==> src/rtl/reglist_sequencer.sv <==
// ---------------------------------------------------------------------------
// reglist_sequencer
//
// Walks the 16-bit register list of an LDM/STM instruction and presents one
// register index per cycle to the load/store unit, lowest-first (ascending)
// or highest-first (descending). Each beat that is accepted (i_stall=0)
// clears its bit from the remaining-mask register. The sequence ends when
// the final bit has been accepted.
//
// Ports:
//   i_clk, i_rst_n   clock, asynchronous active-low reset
//   i_start          start request, sampled only while o_busy=0
//   i_reglist        register list, bit n = transfer register n
//   i_order          1 = ascending, 0 = descending
//   i_stall          1 = hold the current beat
//   o_busy           sequence in progress (RUN or DONE)
//   o_valid          o_index/o_first/o_last/o_offset are valid
//   o_index          current register index
//   o_first/o_last   current beat is the first/final one
//   o_offset         beats already accepted * WORD_BYTES
//   o_count          popcount of the latched list, held until next start
//   o_done           one-cycle pulse after the sequence ends
//   o_dbg_state      FSM state, for checkers (0 IDLE, 1 RUN, 2 DONE)
//
// Handshake: a beat is presented whenever o_valid=1 and is consumed on the
// rising edge where i_stall=0; while i_stall=1 every output is held.
// ---------------------------------------------------------------------------

// ---------------------------------------------------------------------------
// one_detector
//
// Combinational priority picker over a 16-bit mask.
//   mask    bits still to transfer
//   order   1 = report the lowest set bit, 0 = report the highest set bit
//   index   position of the selected bit (0 when mask is empty)
//   single  exactly one bit of mask is set
// ---------------------------------------------------------------------------
module one_detector (
    input  logic [15:0] mask,
    input  logic        order,
    output logic [3:0]  index,
    output logic        single
);

    always_comb begin
        index = 4'd0;
        if (order) begin
            // Scan high to low so the last match is the lowest set bit.
            for (int i = 15; i >= 0; i--) begin
                if (mask[i]) index = 4'(i);
            end
        end else begin
            // Scan low to high so the last match is the highest set bit.
            for (int i = 0; i < 16; i++) begin
                if (mask[i]) index = 4'(i);
            end
        end
    end

    // Clearing the lowest set bit leaves zero only for a one-hot mask.
    assign single = (mask != 16'd0) && ((mask & (mask - 16'd1)) == 16'd0);

endmodule

module reglist_sequencer #(
    parameter int WORD_BYTES = 4
) (
    input  logic        i_clk,
    input  logic        i_rst_n,
    input  logic        i_start,
    input  logic [15:0] i_reglist,
    input  logic        i_order,
    input  logic        i_stall,
    output logic        o_busy,
    output logic        o_valid,
    output logic [3:0]  o_index,
    output logic        o_first,
    output logic        o_last,
    output logic [6:0]  o_offset,
    output logic [4:0]  o_count,
    output logic        o_done,
    output logic [1:0]  o_dbg_state
);

    typedef enum logic [1:0] {
        S_IDLE = 2'd0,
        S_RUN  = 2'd1,
        S_DONE = 2'd2
    } state_t;

    state_t      state_q,  state_d;
    logic [15:0] mask_q,   mask_d;
    logic        order_q,  order_d;
    logic [6:0]  offset_q, offset_d;
    logic [4:0]  count_q,  count_d;
    logic        first_q,  first_d;

    logic [3:0]  det_index;
    logic        det_single;
    logic        in_run;

    function automatic logic [4:0] popcount16(input logic [15:0] v);
        logic [4:0] c;
        c = 5'd0;
        for (int i = 0; i < 16; i++) begin
            c = c + 5'(v[i]);
        end
        return c;
    endfunction

    // The detector only sees registered state, so o_index and o_last have
    // no combinational path from any input.
    one_detector u_one_detector (
        .mask   (mask_q),
        .order  (order_q),
        .index  (det_index),
        .single (det_single)
    );

    // -----------------------------------------------------------------------
    // State register
    // -----------------------------------------------------------------------
    always_ff @(posedge i_clk or negedge i_rst_n) begin
        if (!i_rst_n) begin
            state_q  <= S_IDLE;
            mask_q   <= 16'd0;
            order_q  <= 1'b0;
            offset_q <= 7'd0;
            count_q  <= 5'd0;
            first_q  <= 1'b0;
        end else begin
            state_q  <= state_d;
            mask_q   <= mask_d;
            order_q  <= order_d;
            offset_q <= offset_d;
            count_q  <= count_d;
            first_q  <= first_d;
        end
    end

    // -----------------------------------------------------------------------
    // Next-state and datapath updates
    // -----------------------------------------------------------------------
    always_comb begin
        state_d  = state_q;
        mask_d   = mask_q;
        order_d  = order_q;
        offset_d = offset_q;
        count_d  = count_q;
        first_d  = first_q;

        case (state_q)
            S_IDLE: begin
                if (i_start) begin
                    mask_d   = i_reglist;
                    order_d  = i_order;
                    count_d  = popcount16(i_reglist);
                    offset_d = 7'd0;
                    first_d  = 1'b1;
                    // An empty list has no beats and goes straight to the
                    // completion pulse.
                    state_d  = (i_reglist != 16'd0) ? S_RUN : S_DONE;
                end
            end
            S_RUN: begin
                if (!i_stall) begin
                    mask_d   = mask_q & ~(16'd1 << det_index);
                    offset_d = offset_q + 7'(WORD_BYTES);
                    first_d  = 1'b0;
                    if (det_single) state_d = S_DONE;
                end
            end
            S_DONE: begin
                // Start requests are not looked at here; IDLE is entered
                // unconditionally so back-to-back starts land one cycle on.
                state_d = S_IDLE;
            end
            default: begin
                state_d = S_IDLE;
            end
        endcase
    end

    // -----------------------------------------------------------------------
    // Outputs: beat fields are forced to zero outside RUN so that idle and
    // reset present an all-zero bus.
    // -----------------------------------------------------------------------
    assign in_run      = (state_q == S_RUN);
    assign o_busy      = (state_q != S_IDLE);
    assign o_valid     = in_run;
    assign o_index     = in_run ? det_index : 4'd0;
    assign o_first     = in_run & first_q;
    assign o_last      = in_run & det_single;
    assign o_offset    = in_run ? offset_q : 7'd0;
    assign o_count     = count_q;
    assign o_done      = (state_q == S_DONE);
    assign o_dbg_state = state_q;

endmodule

==> config.mk <==
export PLATFORM = sky130hd
export DESIGN_NAME = reglist_sequencer
export DESIGN_NICKNAME = d
export VERILOG_FILES = /design/src/rtl/reglist_sequencer.sv
export SDC_FILE = /design/constraint.sdc
export NUM_CORES = 1
export LEC_CHECK = 0
export CAP_MARGIN = 20
export CORE_UTILIZATION = 50
export DETAILED_ROUTE_END_ITERATION = 10
export HOLD_SLACK_MARGIN = 0.1
export PLACE_DENSITY = 0.85
export SLEW_MARGIN = 20
export SYNTH_ARGS = -nofsm -noshare
export SYNTH_HDL_FRONTEND = slang
export SYNTH_SLANG_ARGS = --single-unit
==> constraint.sdc <==
create_clock -name i_clk -period 6.01 [get_ports i_clk]
set_clock_uncertainty 0.1 [all_clocks]
set_input_delay 1.803 -clock i_clk [delete_from_list [all_inputs] [get_ports i_clk]]
set_output_delay 1.803 -clock i_clk [all_outputs]
set_load 0.05 [all_outputs]
==> impl_results.md <==
* Status: finished, final reports clean
* DRT Wirelength at 6230 um
* Final net count at 357
* Ant diodes at 0
* Grt ovf at 0
* Hold_sp: o_count[0]
* Flops & latches, synth at 30
* Vias in the first global route at 2,278
* Sequential-to-total area share from yosys stat at 0.313
* Synthesized instance count at 280
* Post CTS Setup Buffer Count at 0
* Sw Ratio at 0.545
* Synth cell types at 53
* Async S/R FF share, synth at 1.00
* Number of synthesized flops with an enable pin at 0
* Post-CTS sizing at 0
* Row cnt at 24
* Worst reg-to-reg setup slack at 3470 ps
* Final hold viol count at 0
* Chip width at 71.2 um
* CP Capture Type: flip-flop
* Worst Path Arrival at 5350 ps
* Antenna violations before repair at 0
* Htree depth at 2
* Die Area at 5080 um^2
* Clock slew at reported path FFs at 70 ps
* Root buffer cell: clkbuf_8
* IO Count at 44
* Placed Area at 2850 um^2
* Worst setup path category: input port to flip-flop
* Port bufs at 41
* First-pass GRT wire length at 10,700 um
* P_int at 803 uW
* Worst hold margin at 385 ps
* Crit path capture: o_count[3]
* MaxCap Viol Count at 0
* Switching power at 960 uW
* Clock period minus worst slack at 5300 ps
* Global route hottest layer: met2
* Clock sink count at 30
* Met2 Track Usage GR at 0.442
* Starting utilization of the core area at 0.536
* Antenna Nets Post-Route at 0
* Worst Setup SP: i_reglist[0]
* Largest net degree at the start of global routing at 31
* Clock latency on the worst-skew pair at 280 ps
* Vias per inst at 6.17
* Final HPWL DP at 4530 um
* Ys Warns at 0
* Share of layout cells above drive strength 1 at 0.0656
* TritonCTS Buffers at 5
* Final core utilization at 0.657
* Wire per inst at 16.8 um
* Clock buffer depth at 2
* Power Dens Cells at 600 nW/um^2
* Tcrit/Tclk final at 0.882
* Reg2reg path depth at 5
* Hold buffer count at CTS at 0
* Unrepaired setup endpoints after global routing: no
* Avg Synthesized Cell Area at 8.56 um^2
* Reg-to-reg endpoint: o_dbg_state[0]
* Flop pwr share at 0.270
* Max FO, Critical Path at 3
* Endpoints failing setup at 0
* WP data required at 6060 ps
* Comb pwr share at 0.634
* Post-route DRC violation count at 0
* Clock share of power at 0.097
* Fmax at 189 MHz
* Worst Hold Path Cells at 2
* Netlist Area Pre-Place at 2400 um^2
* Static Leak at 1.24 nW
* Fin Setup TNS at 0 ps
* Worst r2r src: mask_q[1]
* Layout area overhead at 22.5%
* Worst hold-check path type: flip-flop to flip-flop
* Slew @ Worst Pin at 834 ps
* Met3 Use GR at 0.0506
* Synth Flop Type: dfrtp_1
* Worst slew margin at 0.444
* Setup crit start kind: input port
* VDD IR max at 496 uV
* GRT Total Usage at 0.270
* CTS tree: built
* Max Transition Viols Final at 0
* DRT Pass-1 Iters at 4
* Vias post-DR at 2,294
* Design area at 2940 um^2
* RD Place Congestion at 0.874
* Initial DRC Count at 184
* Die Height at 71.2 um
* Core Region at 4470 um^2
* Met1 usage at 0.358
-- layout make-up --
type / count / area [um^2]
Inverter: 27 / 101
Sequential cell: 30 / 751
Timing Repair Buffer: 44 / 433
Multi-Input combinational cell: 211 / 1500
Clock inverter: 1 / 5.00
Fill cell: 338 / 1540
Clock buffer: 7 / 86.3
Tap cell: 52 / 65.1
-- metal layers --
metal	part of all wire	wire length, um
met1	0.44	2720
met3	0.068	427
met4	0.020	125
met2	0.48	2960
met5	0	0
-- cells in the final DEF (no fill, tap or decap), types with 4 or more instances in the layout --
cell type and instances:
a21o_1 4, a21oi_1 14, a311oi_1 5, a31oi_1 11, and2_1 9, clkbuf_8 6, clkdlybuf4s50_1 41, dfrtp_1 30
fa_1 10, ha_1 7, inv_1 27, nand2_1 17, nand2b_1 4, nor2_1 35, nor2b_1 4, nor3_1 9
nor4_1 4, o21ai_0 14, xor2_1 5
-- worst min path at each step --
stage	slack, ps	end
after floorplan	340	first_q
after global placement	360	first_q
after detailed placement	360	first_q
after CTS	390	first_q
after global routing	410	o_count[2]
final	380	o_count[0]
-- flip-flops by register name, indices dropped and copies added (netlist names) --
register and count:
first_q 1, mask_q 16, o_count 5, o_dbg_state 2
offset_q 5, order_q 1
-- kinds of logic (layout without fill, tap and decap cells) --
logic type               Yosys count  after routing  share of synthesized area
flip-flops                        30             30                      0.313
buffers and inverters             40             79                     0.0663
multiplexers                       3              3                     0.0125
AND/OR/NAND/NOR                  107            107                      0.246
adder cells (fa/ha/maj)           17             17                      0.120
other                              1              2                    0.00156
AO/OA/AOI/OAI                     77             77                      0.222
XOR/XNOR                           5              5                     0.0183
-- power by group through the flow --
stage | Sequential, mW | Combinational (mW) | Clock, mW
2_1_floorplan | 0.469 | 0.771 | 0
3_3_place_gp | 0.469 | 1.08 | 0
3_5_place_dp | 0.471 | 1.10 | 0
4_1_cts | 0.471 | 1.11 | 0.172
5_1_grt | 0.495 | 1.21 | 0.179
6_report | 0.475 | 1.12 | 0.170
-- Yosys cell counts (all sizes together) (3+ instances only) --
master,number,area share
nor3b,4,0.013
or3,3,0.0078
a31oi,11,0.029
nand2,17,0.027
mux2i,3,0.013
a21oi,14,0.029
inv,27,0.042
nand3,3,0.0063
a22oi,3,0.0094
o21ai,14,0.029
clkbuf,10,0.016
nor2,35,0.055
and2,9,0.023
o31a,3,0.011
nor4,7,0.037
fa,10,0.084
nand2b,4,0.010
xor2,5,0.018
dfrtp,30,0.31
buf,3,0.0083
o221ai,3,0.011
a311oi,5,0.018
nor3,9,0.019
nor2b,4,0.010
a21o,4,0.013
a211oi,3,0.011
ha,7,0.037
-- critical path, stage by stage --
cell,delay [ps]
clkdlybuf4s50_1,480
fa_1,560
inv_1,70
fa_1,410
fa_1,490
fa_1,600
inv_1,60
ha_1,290
a21o_1,160
a21oi_1,170
xor2_1,170
o21ai_0,90
-- metrics by stage --
stage	power (mW)	std cells	setup WS [ps]
2_1_floorplan	1.24	281	1080
3_3_place_gp	1.55	364	516
3_5_place_dp	1.57	364	421
4_1_cts	1.75	372	701
5_1_grt	1.89	372	490
6_report	1.76	372	708
Note: power is estimated with default switching activity, not from simulation.
